## config.mk

```make
export PLATFORM = sky130hd
export DESIGN_NAME = button_event_reader
export DESIGN_NICKNAME = d
export VERILOG_FILES = /design/src/rtl/button_event_reader_pkg.sv /design/src/rtl/button_event_reader_button_debounce.sv /design/src/rtl/button_event_reader.sv
export SDC_FILE = /design/constraint.sdc
export NUM_CORES = 1
export LEC_CHECK = 0
export ABC_AREA = 1
export BUFFER_PORTS_ARGS = -buffer_cell sky130_fd_sc_hd__buf_4
export CAP_MARGIN = 20
export CORE_MARGIN = 1.5
export CORE_UTILIZATION = 27
export DETAILED_ROUTE_END_ITERATION = 6
export GPL_TIMING_DRIVEN = 0
export SLEW_MARGIN = 40
export SYNTH_ARGS = -nofsm -noshare
export SYNTH_HDL_FRONTEND = slang
export SYNTH_SLANG_ARGS = --single-unit
```

## constraint.sdc

```tcl
create_clock -name clock -period 1.77 [get_ports clock]
set_input_delay 0.0885 -clock clock [delete_from_list [all_inputs] [get_ports clock]]
set_output_delay 0.0885 -clock clock [all_outputs]
set_load 0.02 [all_outputs]
```

## src/rtl/button_event_reader_pkg.sv

```systemverilog
// Shared definitions for the button event reader: colour codes, MMIO addresses,
// event-word bit positions and the FIFO entry format.
package button_event_reader_pkg;

    localparam int NUM_BTN = 4;

    typedef enum logic [1:0] {
        COL_RED    = 2'b00,
        COL_BLUE   = 2'b01,
        COL_GREEN  = 2'b10,
        COL_YELLOW = 2'b11
    } color_e;

    localparam logic [31:0] ADDR_RANDOM = 32'd5;
    localparam logic [31:0] ADDR_LED    = 32'd6;
    localparam logic [31:0] ADDR_BUTTON = 32'd7;

    localparam int EV_VALID    = 31;
    localparam int EV_OVF      = 30;
    localparam int EV_RELEASE  = 3;
    localparam int EV_COLOR_HI = 2;
    localparam int EV_COLOR_LO = 1;
    localparam int EV_ON       = 0;

    typedef struct packed {
        logic   rel;
        color_e color;
    } fifo_entry_t;

    // Same layout as the LED store word: a press lights the LED, a release clears it.
    function automatic logic [31:0] make_event(input fifo_entry_t e, input logic ovf);
        logic [31:0] w;
        w = '0;
        w[EV_VALID]                = 1'b1;
        w[EV_OVF]                  = ovf;
        w[EV_RELEASE]              = e.rel;
        w[EV_COLOR_HI:EV_COLOR_LO] = e.color;
        w[EV_ON]                   = ~e.rel;
        return w;
    endfunction

endpackage

```

## src/rtl/button_event_reader_button_debounce.sv

```systemverilog
// Per-button 2-flop synchronizer and stability-counter debouncer.
// Emits a one-cycle press pulse (and a release pulse when RELEASE_EVENTS_EN is defined).
module button_debounce #(
    parameter int DEBOUNCE_CYCLES = 1000000
) (
    input  logic clock,
    input  logic reset,
    input  logic btn_raw,
    output logic press_pulse
`ifdef RELEASE_EVENTS_EN
    ,
    output logic release_pulse
`endif
);
    localparam int CW = (DEBOUNCE_CYCLES > 1) ? $clog2(DEBOUNCE_CYCLES) : 1;
    localparam logic [CW-1:0] CNT_MAX = CW'(DEBOUNCE_CYCLES - 1);

    logic [1:0]    sync_q, sync_d;
    logic          level_q, level_d;
    logic [CW-1:0] cnt_q, cnt_d;
    logic          flip;

    // The level flips on the DEBOUNCE_CYCLES-th consecutive mismatching cycle.
    always_comb begin
        sync_d  = {sync_q[0], btn_raw};
        level_d = level_q;
        cnt_d   = cnt_q;
        flip    = 1'b0;
        if (sync_q[1] == level_q) begin
            cnt_d = '0;
        end else if (cnt_q == CNT_MAX) begin
            flip    = 1'b1;
            level_d = sync_q[1];
            cnt_d   = '0;
        end else begin
            cnt_d = cnt_q + 1'b1;
        end
    end

    assign press_pulse = flip & sync_q[1];
`ifdef RELEASE_EVENTS_EN
    assign release_pulse = flip & ~sync_q[1];
`endif

    always_ff @(posedge clock or negedge reset) begin
        if (!reset) begin
            sync_q  <= '0;
            level_q <= 1'b0;
            cnt_q   <= '0;
        end else begin
            sync_q  <= sync_d;
            level_q <= level_d;
            cnt_q   <= cnt_d;
        end
    end

endmodule

```

## src/rtl/button_event_reader.sv

```systemverilog
// Debounced game-button event queue popped by CPU loads from address 7.
// Optional macro RELEASE_EVENTS_EN adds release events after all press events.
module button_event_reader
    import button_event_reader_pkg::*;
#(
    parameter int DEBOUNCE_CYCLES = 1000000,
    parameter int FIFO_DEPTH      = 4
) (
    input  logic        clock,
    input  logic        reset,
    input  logic        red_button,
    input  logic        blue_button,
    input  logic        green_button,
    input  logic        yellow_button,
    input  logic        rd_en,
    output logic [31:0] rd_data,
    output logic        event_pending,
    output logic        overflow
);
    localparam int AW = $clog2(FIFO_DEPTH);
    localparam int PW = AW + 1;

`ifdef RELEASE_EVENTS_EN
    localparam int NREQ = 2 * NUM_BTN;
`else
    localparam int NREQ = NUM_BTN;
`endif

    // Index order doubles as colour code and arbitration priority.
    logic [NUM_BTN-1:0] btn_raw, press;
    assign btn_raw = {yellow_button, green_button, blue_button, red_button};

`ifdef RELEASE_EVENTS_EN
    logic [NUM_BTN-1:0] release_p;
`endif

    for (genvar i = 0; i < NUM_BTN; i++) begin : g_btn
        button_debounce #(
            .DEBOUNCE_CYCLES(DEBOUNCE_CYCLES)
        ) u_debounce (
            .clock        (clock),
            .reset        (reset),
            .btn_raw      (btn_raw[i]),
            .press_pulse  (press[i])
`ifdef RELEASE_EVENTS_EN
            ,
            .release_pulse(release_p[i])
`endif
        );
    end

    logic [NREQ-1:0] new_req;
`ifdef RELEASE_EVENTS_EN
    assign new_req = {release_p, press};
`else
    assign new_req = press;
`endif

    logic [NREQ-1:0]                    pend_q, pend_d, grant;
    fifo_entry_t [FIFO_DEPTH-1:0]       mem_q, mem_d;
    logic [PW-1:0]                      wr_ptr_q, wr_ptr_d, rd_ptr_q, rd_ptr_d;
    logic                               ovf_q, ovf_d;
    fifo_entry_t                        push_entry;
    logic                               push, pop, accept, drop, empty, full;

    assign empty = (wr_ptr_q == rd_ptr_q);
    assign full  = (wr_ptr_q[AW] != rd_ptr_q[AW]) &&
                   (wr_ptr_q[AW-1:0] == rd_ptr_q[AW-1:0]);

    // Lowest set pending bit wins; a granted bit is consumed whether it lands or is dropped.
    always_comb begin
        grant      = pend_q & (~pend_q + 1'b1);
        push       = |pend_q;
        push_entry = '0;
        for (int i = 0; i < NREQ; i++) begin
            if (grant[i]) begin
                push_entry.color = color_e'(i[1:0]);
`ifdef RELEASE_EVENTS_EN
                push_entry.rel   = (i >= NUM_BTN);
`endif
            end
        end
    end

    assign pop    = rd_en & ~empty;
    assign accept = push & (~full | pop);
    assign drop   = push & full & ~pop;

    always_comb begin
        pend_d   = (pend_q & ~grant) | new_req;
        mem_d    = mem_q;
        if (accept) mem_d[wr_ptr_q[AW-1:0]] = push_entry;
        wr_ptr_d = wr_ptr_q + {{AW{1'b0}}, accept};
        rd_ptr_d = rd_ptr_q + {{AW{1'b0}}, pop};
        ovf_d    = ovf_q;
        if (pop)       ovf_d = 1'b0;
        else if (drop) ovf_d = 1'b1;
    end

    always_ff @(posedge clock or negedge reset) begin
        if (!reset) begin
            pend_q   <= '0;
            mem_q    <= '0;
            wr_ptr_q <= '0;
            rd_ptr_q <= '0;
            ovf_q    <= 1'b0;
        end else begin
            pend_q   <= pend_d;
            mem_q    <= mem_d;
            wr_ptr_q <= wr_ptr_d;
            rd_ptr_q <= rd_ptr_d;
            ovf_q    <= ovf_d;
        end
    end

    assign rd_data       = empty ? 32'h0 : make_event(mem_q[rd_ptr_q[AW-1:0]], ovf_q);
    assign event_pending = ~empty;
    assign overflow      = ovf_q;

endmodule

```

# After elaboration in Yosys (flattened, before gate mapping)
# Index checks and enable logic that the tools add are counted.
# op_classes
n_lt_le_gt_ge	3
bitwise_logic	22
reduce_logical	8
eq_ne	11
n_mux	27
add_sub_neg	7
# ops
operator	n
20-bit two-way mux	8
20-bit by 1-bit adder with 20-bit output, second input constant	4
20-bit equality test, second input constant	4
32-bit two-way mux	1
12-bit bitwise mux	1
1-bit two-way mux	11
1-bit bitwise AND	8
4-bit bitwise AND	2
1-bit NOT	8
4-bit NOT	2
2-bit AND reduction	4
3-bit by 1-bit adder with 3-bit output	2
3-bit binary-select mux with 2-bit select	1
3-bit demux with 2-bit select	1
2-bit by 3-bit less-than comparator with 1-bit output, second input constant	2
3-bit two-way mux	2
4-bit by 1-bit adder with 4-bit output, second input constant	1
1-bit equality test	4
2-bit two-way mux	2
4-bit OR	1
4-bit OR reduction	1
3-bit equality test	1
2-bit equality test	1
2-bit by 1-bit greater-or-equal comparator with 1-bit output, second input constant	1
4 further kinds	5
# totals
regBits	115
word_cells	102

# Longest topological paths before layout
# Gate-level depths: netlist of run 1.
# depth
ltp_word	7
ltp_mapped	10
mapped_depth_nobuf	9

# Modules after synthesis
# A second synthesis of run 1 with hierarchy kept.
# unflattened
cells_unflattened	802
hier_area_um2	6696.4
# by_module_without_submodules
mod	seq_area_each_um2	n_inst	area_each_um2	cells_each
button_debounce	575.6	4	1370.1	166
button_event_reader	475.5	1	1216.2	138

# Worst setup path after synthesis of run 1
# No wires, ideal clock.
# synth_path
kind	flip-flop to flip-flop
startpoint	register wr_ptr_q[0]
endpoint	register rd_ptr_q[2]
setup_time_ns	0.124
path_stages_with_launch	8
setup_slack_ns	-0.160
t_required_ns	1.646
n_path_buf	0
arrival_ns	1.806
cell_sequence	dfrtp_1 xnor2_1 nand4_1 nand2_1 inv_1 ha_1 ha_1 xor2_1
# synth_via
elab_chain_len	4
# synth_rtl
element	line	rtl
from (decl)	button_event_reader.sv:61	logic [PW-1:0] wr_ptr_q, wr_ptr_d, rd_ptr_q, rd_ptr_d;
from (signal assigned)	button_event_reader.sv:110	wr_ptr_q <= wr_ptr_d;
3-bit equality test	button_event_reader.sv:66	assign empty = (wr_ptr_q == rd_ptr_q);
1-bit NOT	n/a	
net event_pending	button_event_reader.sv:17	output logic event_pending,
1-bit bitwise AND	button_event_reader.sv:85	assign pop = rd_en & ~empty;
3-bit by 1-bit adder with 3-bit output	button_event_reader.sv:94	rd_ptr_d = rd_ptr_q + {{AW{1'b0}}, pop};
net rd_ptr_d[2]	button_event_reader.sv:61	
to (signal assigned)	button_event_reader.sv:111	rd_ptr_q <= rd_ptr_d;
to (decl)	button_event_reader.sv:61	
# The timed path passes the listed nets, and every way through them passes these cells.
# A chain may end at the register's enable or synchronous reset.

# Final worst setup path of run 1
# layout_path
startpoint	register rd_ptr_q[1]
endpoint	output port rd_data[31]
# layout_via
elab_chain_len	2
# layout_rtl
element	line	rtl
3-bit equality test	button_event_reader.sv:66	
32-bit two-way mux	button_event_reader.sv:116	assign rd_data = empty ? 32'h0 : make_event(mem_q[rd_ptr_q[AW-1:0]], ovf_q);
to (decl)	button_event_reader.sv:16	output logic [31:0] rd_data,
# Every way passes these cells.

==> impl_metrics.toml, run 1 <==
[die]
initial_core_util = 0.275
core_um2 = 22600
num_rows = 55
fp.dieW_um = 155
ios = 41
die_h_um = 155
floorplan.die_area_um2 = 23900

[pwr]
p_seq_frac = 0.501
comb_power_share = 0.055
p_leak_nw = 3.34
switching_share = 0.237
switchingPower_mw = 1.22
power.internal_mw = 3.94
clock_power_share = 0.443
peakVddDrop_mv = 0.414
cellPowerDensity_nw_per_um2 = 707

[sta]
finClkSkew_ns = 0.0151
hold_viol = 0
setup_viol = 0
hold_slack_ns = 0.231
max_freq_ghz = 0.589
drv_slew = 0
relSlewSlack = 0.649
layout_setup_ws_ns = 0.0710
period_minus_slack_ns = 1.70
worst_slew_pin_slew_ns = 0.524
min_period_over_period = 0.960

[cts]
clock_latency_ns = 0.35
clockBufferDepth = 2
clock-sinks = 111
cts_root_buf = "clkbuf_16"
clk_pin_slew_ns = 0.08
cts_buffers = 9
cts_tree = "built"
h-tree-depth = 3

[global_routing]
grt_pass1_wl_mm = 20.7
grtUsageTotal = 0.105
overflow = 0
grt_max_degree = 68
first_global_vias = 4523
antenna_found_initial = 0

[cells_and_area]
post-route-util = 0.324
mostFrequentLayoutCell = "nor2_1"
final_cell_mix = "nor2_1 (168), nand2_1 (162), dfrtp_1 (107)"
stdcell_area_um2 = 7310
layout-drive-gt1-share = 0.171
antenna_cells = 0
area_growth_pct = 17.7
fin_cells = 1134
fillers = 2400
fin_nets = 859

[critical_path]
crit_arrival_ns = 1.61
cp.required_ns = 1.68
crit_path_frequent_cell = "buf_4"
crit_chain = "xnor2_2 -> nand4_1 -> buf_6 -> buf_4 -> buf_4"
timing.critical_path.max_delay_family = "flip-flops"
crit_path_start_kind = "register"
worst-path-stages = 5
r2r_slack_ns = 0.11
cp.buffers_inverters = 3
reg2reg_depth = 8
path_class = "register to output pin"
critical-path-max-stage-delay_ns = 0.46
end_kind = "output pin"
crit_fanout = 7
cpMaxStageDelayCell = "dfrtp_2"

[yosys]
synth_area_um2 = 6210
synth_cell_types = 33
ys_dominant_reg_cell = "dfrtp_1"
yosys.area.top_type_share = 0.447
synth_edf_count = 0
yosysTopAreaCell = "dfrtp_1"
ys_ff_latch = 111
yosys_warnings = 0
synth_area_per_cell_um2 = 7.95
ys_top_cells_by_area = "dfrtp_1 (45%), nor2_1 (10%), nand2_1 (9.9%)"
ys_seq_area_frac = 0.447
async_flop_share = 1.00
syn_inst = 781

[routing]
num_vias = 4735
vias_per_cell = 4.18
drt_iter0_drc = 239
drtAntennaViolNets = 0
drt_first_pass_iters = 4
wl_mm = 11.6
routedWlPerCell_um = 10.2
drc_errors = 0

[placed_design]
portBuffers = 13
pre_cts_ws_ns = -0.157
dp.cells = 1106
place_congestion = 0.830
dp_hpwl_mm = 8.39
place_area_um2 = 6830

[run]
drv_cap = 0

[worst_hold_path]
hp-class = "input pin to async pin"

[outcome]
status = "finished, final reports clean"
## sequential cells by signal (all words and copies together), names as in the netlist
| signal | cells |
|---|---|
| g_btn.u_debounce.cnt_q | 80 |
| g_btn.u_debounce.sync_q | 8 |
| mem_q | 8 |
| g_btn.u_debounce.level_q | 4 |
| pend_q | 4 |
| rd_ptr_q | 3 |
| wr_ptr_q | 3 |
| overflow | 1 |
## per-layer routing
metal | vias up | global-route usage | wire (um)
met2 | 45 | 0.177 | 5430
met5 | - | 0 | 0
met3 | 6 | 0.0269 | 272
met1 | 2175 | 0.137 | 5810
li1 | 2509 | - | -
met4 | 0 | 0.0169 | 68
## power by group through the flow
stage          logic [mW]  registers [mW]  clock network, mW
3_5_place_dp        0.279            2.64                  0
3_3_place_gp        0.268            2.64                  0
2_1_floorplan       0.185            2.64                  0
6_report            0.286            2.59               2.29
4_1_cts             0.292            2.59               2.38
5_1_grt             0.325            2.60               2.48
## cell type report
cell class,instances,area [um2],area share
multi-input cells,577,3020,0.413
flip-flops and latches,111,2780,0.381
well taps,285,357,0.0488
inverters,88,333,0.0455
repair buffers,26,245,0.0336
plain buffers,31,234,0.0320
clock buffers,9,225,0.0308
clock inverters,7,114,0.0156
## logic make-up after synthesis
logic type,Yosys count,synth area share
xor gates and xnor gates,48,0.0689
other,1,0.000604
adders and majority gates,8,0.0161
AOI/OAI and AO/OA,27,0.0246
and+or+nand+nor,467,0.351
buffers and inverters,119,0.0913
DFF,111,0.447
## worst paths after layout
path	startpoint	to
worst max-delay path	rd_ptr_q[1]	rd_data[31]
worst min-delay path	reset	g_btn[3].u_debounce.cnt_q[13]
worst max register to register	rd_ptr_q[1]	rd_ptr_q[2]
worst min register to register	g_btn[0].u_debounce.sync_q[0]	g_btn[0].u_debounce.sync_q[1]
max in group asynchronous	reset	wr_ptr_q[0]
min in group clock	g_btn[0].u_debounce.sync_q[0]	g_btn[0].u_debounce.sync_q[1]
## what timing repair did
item	4_1_cts	5_1_grt
pin swaps	3	4
hold buffers	6	0
setup buffers	2	4
resized for setup	3	8
hold endpoints to repair	49	0
cloned	0	0
endpoints found under the setup margin	9	8
## stage by stage
| step | total power [mW] | setup TNS (ns) |
|---|---|---|
| 2_1_floorplan | 2.82 | -0.0663 |
| 3_3_place_gp | 2.91 | -0.216 |
| 6_report | 5.17 | 0 |
| 3_5_place_dp | 2.92 | -0.259 |
| 5_1_grt | 5.40 | -0.00111 |
| 4_1_cts | 5.26 | 0 |
## cells in the mapped netlist, drive strengths merged (2+ instances only)
cell type	count
a21oi	10
a31oi	2
buf	31
dfrtp	111
ha	8
inv	88
nand2	182
nand3	49
nand3b	2
nand4	19
nor2	193
nor3	19
nor4	2
o21ai	10
o21bai	3
o32ai	2
xnor2	22
xor2	26
No activity file was read; power rests on OpenSTA's default activity.
==> inputs of run 2 (changes only) <==
CELL_PAD_IN_SITES_DETAIL_PLACEMENT = 2   (was not set)
CELL_PAD_IN_SITES_GLOBAL_PLACEMENT = 2   (was not set)
PLACE_DENSITY_LB_ADDON = 0.1   (was not set)
SLEW_MARGIN = 25   (was 40)
==> run 2 against run 1 <==
Effect of this change: wire length up 41%; critical endpoint is now rd_ptr_q[2]; first-iteration DRC count down 35%; critical path type is now register to register; clock skew down 0.0061 ns; largest power group unchanged; global-route usage up 4.0 points; critical path depth is 4 higher.
==> impl_metrics.toml, run 2 (same netlist as run 1, synthesis figures left out) <==
[cells_and_area]
area_growth_pct = 18.8
max_flop_register = "g_btn.u_debounce.cnt_q"
fillers = 2660
final_cell_mix = "nor2_1 (168), nand2_1 (158), dfrtp_1 (107)"
mostFrequentLayoutCell = "nor2_1"
largest_reg_flops = 80
reg_top3 = "g_btn.u_debounce.cnt_q x80, g_btn.u_debounce.sync_q x8, mem_q x8"
layout-drive-gt1-share = 0.183
antenna_cells = 0
fin_nets = 867

[sta]
setup_viol = 0
relSlewSlack = 0.606
finClkSkew_ns = 0.00899
max_freq_ghz = 0.581
hold_slack_ns = 0.178
hold_viol = 0
period_minus_slack_ns = 1.72
drv_slew = 0
min_period_over_period = 0.972
rsz0062_at_grt = "yes"
worst_slew_pin_slew_ns = 0.589

[critical_path]
end_kind = "register"
reg2reg_depth = 9
cpMaxStageDelayCell = "dfrtp_2"
r2r_slack_ns = 0.05
cp.required_ns = 2.02
crit-reg2reg-launch = "rd_ptr_q[0]"
path_class = "register to register"
crit_chain = "xnor2_2 -> buf_4 -> nand4_1 -> buf_6 -> nand2_2 -> inv_2 -> ha_4 -> ha_4 -> xor2_1"
crit_path_start_kind = "register"
crit_arrival_ns = 1.97
crit_fanout = 7
rr_endpoint = "rd_ptr_q[2]"
crit_path_frequent_cell = "ha_4"
critical-path-max-stage-delay_ns = 0.46

[global_routing]
grtUsageTotal = 0.145
first_global_vias = 5708
antenna_found_initial = 0
grt_pass1_wl_mm = 27.9
overflow = 0
grt_max_degree = 85

[die]
core_um2 = 22600
num_rows = 55
floorplan.die_area_um2 = 23900
die_h_um = 155
initial_core_util = 0.275
fp.dieW_um = 155
ios = 41

[pwr]
power.total_mw = 5.02
cellPowerDensity_nw_per_um2 = 681
p_leak_nw = 3.39
peakVddDrop_mv = 0.397

[cts]
h-tree-depth = 3
cts_root_buf = "clkbuf_16"
cts_tree = "built"
clk_pin_slew_ns = 0.08
clock_latency_ns = 0.36
clock-sinks = 111
cts_buffers = 9
clockBufferDepth = 2

[routing]
routedWlPerCell_um = 14.3
num_vias = 5103
wl_mm = 16.3
drc_errors = 0
vias_per_cell = 4.47
drt_iter0_drc = 156
drt_first_pass_iters = 4
drtAntennaViolNets = 0

[placed_design]
dp_hpwl_mm = 12.0
portBuffers = 13
place_congestion = 0.760

[run]
drv_cap = 0

[worst_hold_path]
hp-class = "input pin to async pin"

[outcome]
status = "finished, final reports clean"
-- run 2: cell count changes in the layout (fill, tap and decap cells not counted), moves of 2 or more --
cell	before	now
nand2_2	15	19
ha_2	3	0
nor3_4	1	3
nor3_2	3	1
inv_1	81	78
inv_2	6	9
buf_6	3	9
ha_1	4	6
clkinv_2	0	2
nand2_1	162	158
buf_4	45	47
-- run 2: cell type report --
| type | count | area [um2] | area share |
|---|---|---|---|
| multi-input combinational | 577 | 3050 | 0.413 |
| sequential | 111 | 2780 | 0.377 |
| timing repair buffer | 34 | 320 | 0.0434 |
| inverter | 88 | 333 | 0.0451 |
| buffer | 31 | 241 | 0.0327 |
| tap | 285 | 357 | 0.0483 |
| clock inverter | 6 | 66.3 | 0.00899 |
| clock buffer | 10 | 229 | 0.0310 |
-- run 2: power breakdown --
part,internal [mW],total [mW],switching [mW]
Clock,1.11,2.14,1.03
Sequential,2.56,2.59,0.0267
Combinational,0.102,0.297,0.195
-- run 2: routing by layer --
metal	global-route usage	up-vias	share of wire
met3	0.0235	11	0.016
met5	0	-	0
li1	-	2516	-
met4	0.0371	0	0.011
met2	0.271	34	0.52
met1	0.170	2542	0.45
-- run 2: worst max-delay path: cells and delay by family (launching register included) --
family,cells,cell delay [ns]
xor gates and xnor gates,2,0.31
adders and majority gates,2,0.31
buffers and inverters,3,0.35
DFF,1,0.46
and+or+nand+nor,2,0.18
-- run 2: worst max path at each step --
stage          slack [ns]  cells past startpoint          end   startpoint
3_5_place_dp        -0.15                      7  rd_ptr_q[2]  wr_ptr_q[1]
2_1_floorplan       -0.07                      7  rd_ptr_q[2]  rd_ptr_q[0]
4_1_cts             0.006                      6   rd_data[0]  rd_ptr_q[0]
5_1_grt             -0.07                     10  wr_ptr_q[2]  wr_ptr_q[2]
6_report             0.05                      9  rd_ptr_q[2]  rd_ptr_q[0]
3_3_place_gp        -0.07                      8  wr_ptr_q[2]  wr_ptr_q[1]
-- run 2: through the flow --
step	utilization	TNS, ns	std cells	cell area [um2]	setup WS, ns
floorplan	-	-0.0663	807	6340	-0.0663
global placement	0.301	-0.0960	1105	6790	-0.0734
detailed placement	0.302	-0.372	1106	6830	-0.154
CTS	0.321	0	1135	7250	0.00640
global route	0.327	-0.0915	1142	7380	-0.0733
finish	0.327	0	1142	7380	0.0491
-- run 2: timing repair --
| action | 4_1_cts | 5_1_grt |
|---|---|---|
| hold buffers | 6 | 0 |
| setup buffers | 7 | 7 |
| endpoints found under the hold margin | 88 | 0 |
| gates resized for setup | 4 | 21 |
| endpoints found under the setup margin | 10 | 22 |
| cloned | 0 | 0 |
| pin swaps | 4 | 1 |
==> inputs of run 3 (changes only) <==
CAP_MARGIN = not set   (was 20)
CELL_PAD_IN_SITES_DETAIL_PLACEMENT = 1   (was 2)
CELL_PAD_IN_SITES_GLOBAL_PLACEMENT = 1   (was 2)
==> run 3 against run 2 <==
Effect of this change: register-to-register slack better by 0.05 ns; wire length down 11%; clock-buffer cell count rose by 1; first-iteration DRC count down 13%; combinational power shrank 1%; cell count decreased by 0.35%; global-route usage decreased by 1.4 points; clock skew is 0.0023 ns higher; setup slack better by 0.052 ns; critical path type unchanged; critical endpoint is now wr_ptr_q[2]; largest power group unchanged; highest routed layer unchanged.
==> impl_metrics.toml, run 3 (same netlist as run 1, synthesis figures left out) <==
[cts]
clock-sinks = 111
clk_pin_slew_ns = 0.08
h-tree-depth = 3
cts_tree = "built"
cts_root_buf = "clkbuf_16"
cts_buffers = 9
clockBufferDepth = 2
clock_latency_ns = 0.36

[pwr]
p_seq_frac = 0.530
clock_power_share = 0.410
cellPowerDensity_nw_per_um2 = 672
switching_share = 0.255
peakVddDrop_mv = 0.404
power.internal_mw = 3.64
switchingPower_mw = 1.24
comb_power_share = 0.060
power.total_mw = 4.89
p_leak_nw = 3.34

[cells_and_area]
area_growth_pct = 17.1
fillers = 2754
max_flop_register = "g_btn.u_debounce.cnt_q"
mostFrequentLayoutCell = "nor2_1"
reg_top3 = "g_btn.u_debounce.cnt_q x80, g_btn.u_debounce.sync_q x8, mem_q x8"
fin_nets = 863
final_cell_mix = "nor2_1 (168), nand2_1 (163), dfrtp_1 (107)"
largest_reg_flops = 80
layout-drive-gt1-share = 0.171
post-route-util = 0.322
antenna_cells = 0

[critical_path]
crit_path_start_kind = "register"
crit_arrival_ns = 1.92
path_class = "register to register"
end_kind = "register"
crit_fanout = 4
cp.required_ns = 2.02

[routing]
vias_per_cell = 4.32
drt_first_pass_iters = 4
drtAntennaViolNets = 0
wl_mm = 14.5
routedWlPerCell_um = 12.7
num_vias = 4919
drt_iter0_drc = 136
drc_errors = 0

[sta]
max_freq_ghz = 0.599
drv_slew = 0
hold_viol = 0
min_period_over_period = 0.943
fin_tns_setup_ns = 0
setup_viol = 0
layout_setup_ws_ns = 0.101
relSlewSlack = 0.633
finClkSkew_ns = 0.0113
period_minus_slack_ns = 1.67
worst_slew_pin_slew_ns = 0.548
hold_slack_ns = 0.232

[die]
num_rows = 55
core_um2 = 22600
fp.dieW_um = 155
ios = 41
die_h_um = 155
floorplan.die_area_um2 = 23900
initial_core_util = 0.275

[global_routing]
first_global_vias = 5274
antenna_found_initial = 0
grt_max_degree = 60
grt_pass1_wl_mm = 25.1
grtUsageTotal = 0.131
overflow = 0

[worst_hold_path]
hp-class = "input pin to async pin"

[run]
drv_cap = 0

[placed_design]
portBuffers = 13
dp_hpwl_mm = 10.7
pre_cts_ws_ns = -0.0704
place_congestion = 0.743

[outcome]
status = "finished, final reports clean"
## run 3: power by group through the flow
stage	combinational [mW]	sequential [mW]	clock [mW]
3_3_place_gp	0.275	2.64	0
4_1_cts	0.302	2.59	2.12
2_1_floorplan	0.185	2.64	0
5_1_grt	0.334	2.60	2.19
3_5_place_dp	0.291	2.64	0
6_report	0.293	2.59	2.00
## run 3: path summary, 6_finish.rpt
kind / startpoint / endpoint / slack, ns / depth (start not counted)
worst max-delay path: wr_ptr_q[0] / wr_ptr_q[2] / 0.10 / 8
worst min-delay path: reset / g_btn[2].u_debounce.cnt_q[15] / 0.23 / 2
worst max register to register: wr_ptr_q[0] / wr_ptr_q[2] / 0.10 / 8
worst min register to register: g_btn[2].u_debounce.sync_q[0] / g_btn[2].u_debounce.sync_q[1] / 0.36 / 0
max in group asynchronous: reset / g_btn[1].u_debounce.cnt_q[10] / 0.89 / 3
min in group clock: g_btn[2].u_debounce.sync_q[0] / g_btn[2].u_debounce.sync_q[1] / 0.36 / 0
## run 3: layout make-up
cell class / instances / area, um2 / share of cell area
plain buffers: 31 / 234 / 0.0322
clock buffers: 11 / 233 / 0.0320
clock inverters: 5 / 38.8 / 0.00533
inverters: 88 / 333 / 0.0458
multi-input cells: 577 / 3020 / 0.416
flip-flops and latches: 111 / 2780 / 0.383
well taps: 285 / 357 / 0.0490
repair buffers: 30 / 272 / 0.0373
## run 3: layer usage
layer  GRT usage  vias up  wire (um)  share of wire
met3      0.0261       15        264          0.018
li1            -     2509          -              -
met1       0.154     2368       6590           0.45
met4      0.0398        0        198          0.014
met2       0.239       27       7440           0.51
met5           0        -          0              0
## run 3: worst max-delay path, cell delays in order, from the launching register on
cell,delay (ns)
dfrtp_2,0.44
xnor2_2,0.21
nand4_2,0.16
buf_6,0.16
nand2_1,0.05
inv_1,0.04
ha_1,0.17
ha_2,0.17
xor2_1,0.16
## run 3: what timing repair did
item | 4_1_cts | 5_1_grt
hold buffers | 6 | 0
setup buffers | 2 | 8
endpoints found under the hold margin | 57 | 0
endpoints found under the setup margin | 15 | 7
cloned | 0 | 0
gates resized for setup | 5 | 4
pin swaps | 2 | 3
## run 3: metrics by stage
step	instances	area [um2]
floorplan	807	6340
global placement	1105	6790
detailed placement	1106	6830
CTS	1130	7190
global route	1138	7270
finish	1138	7270
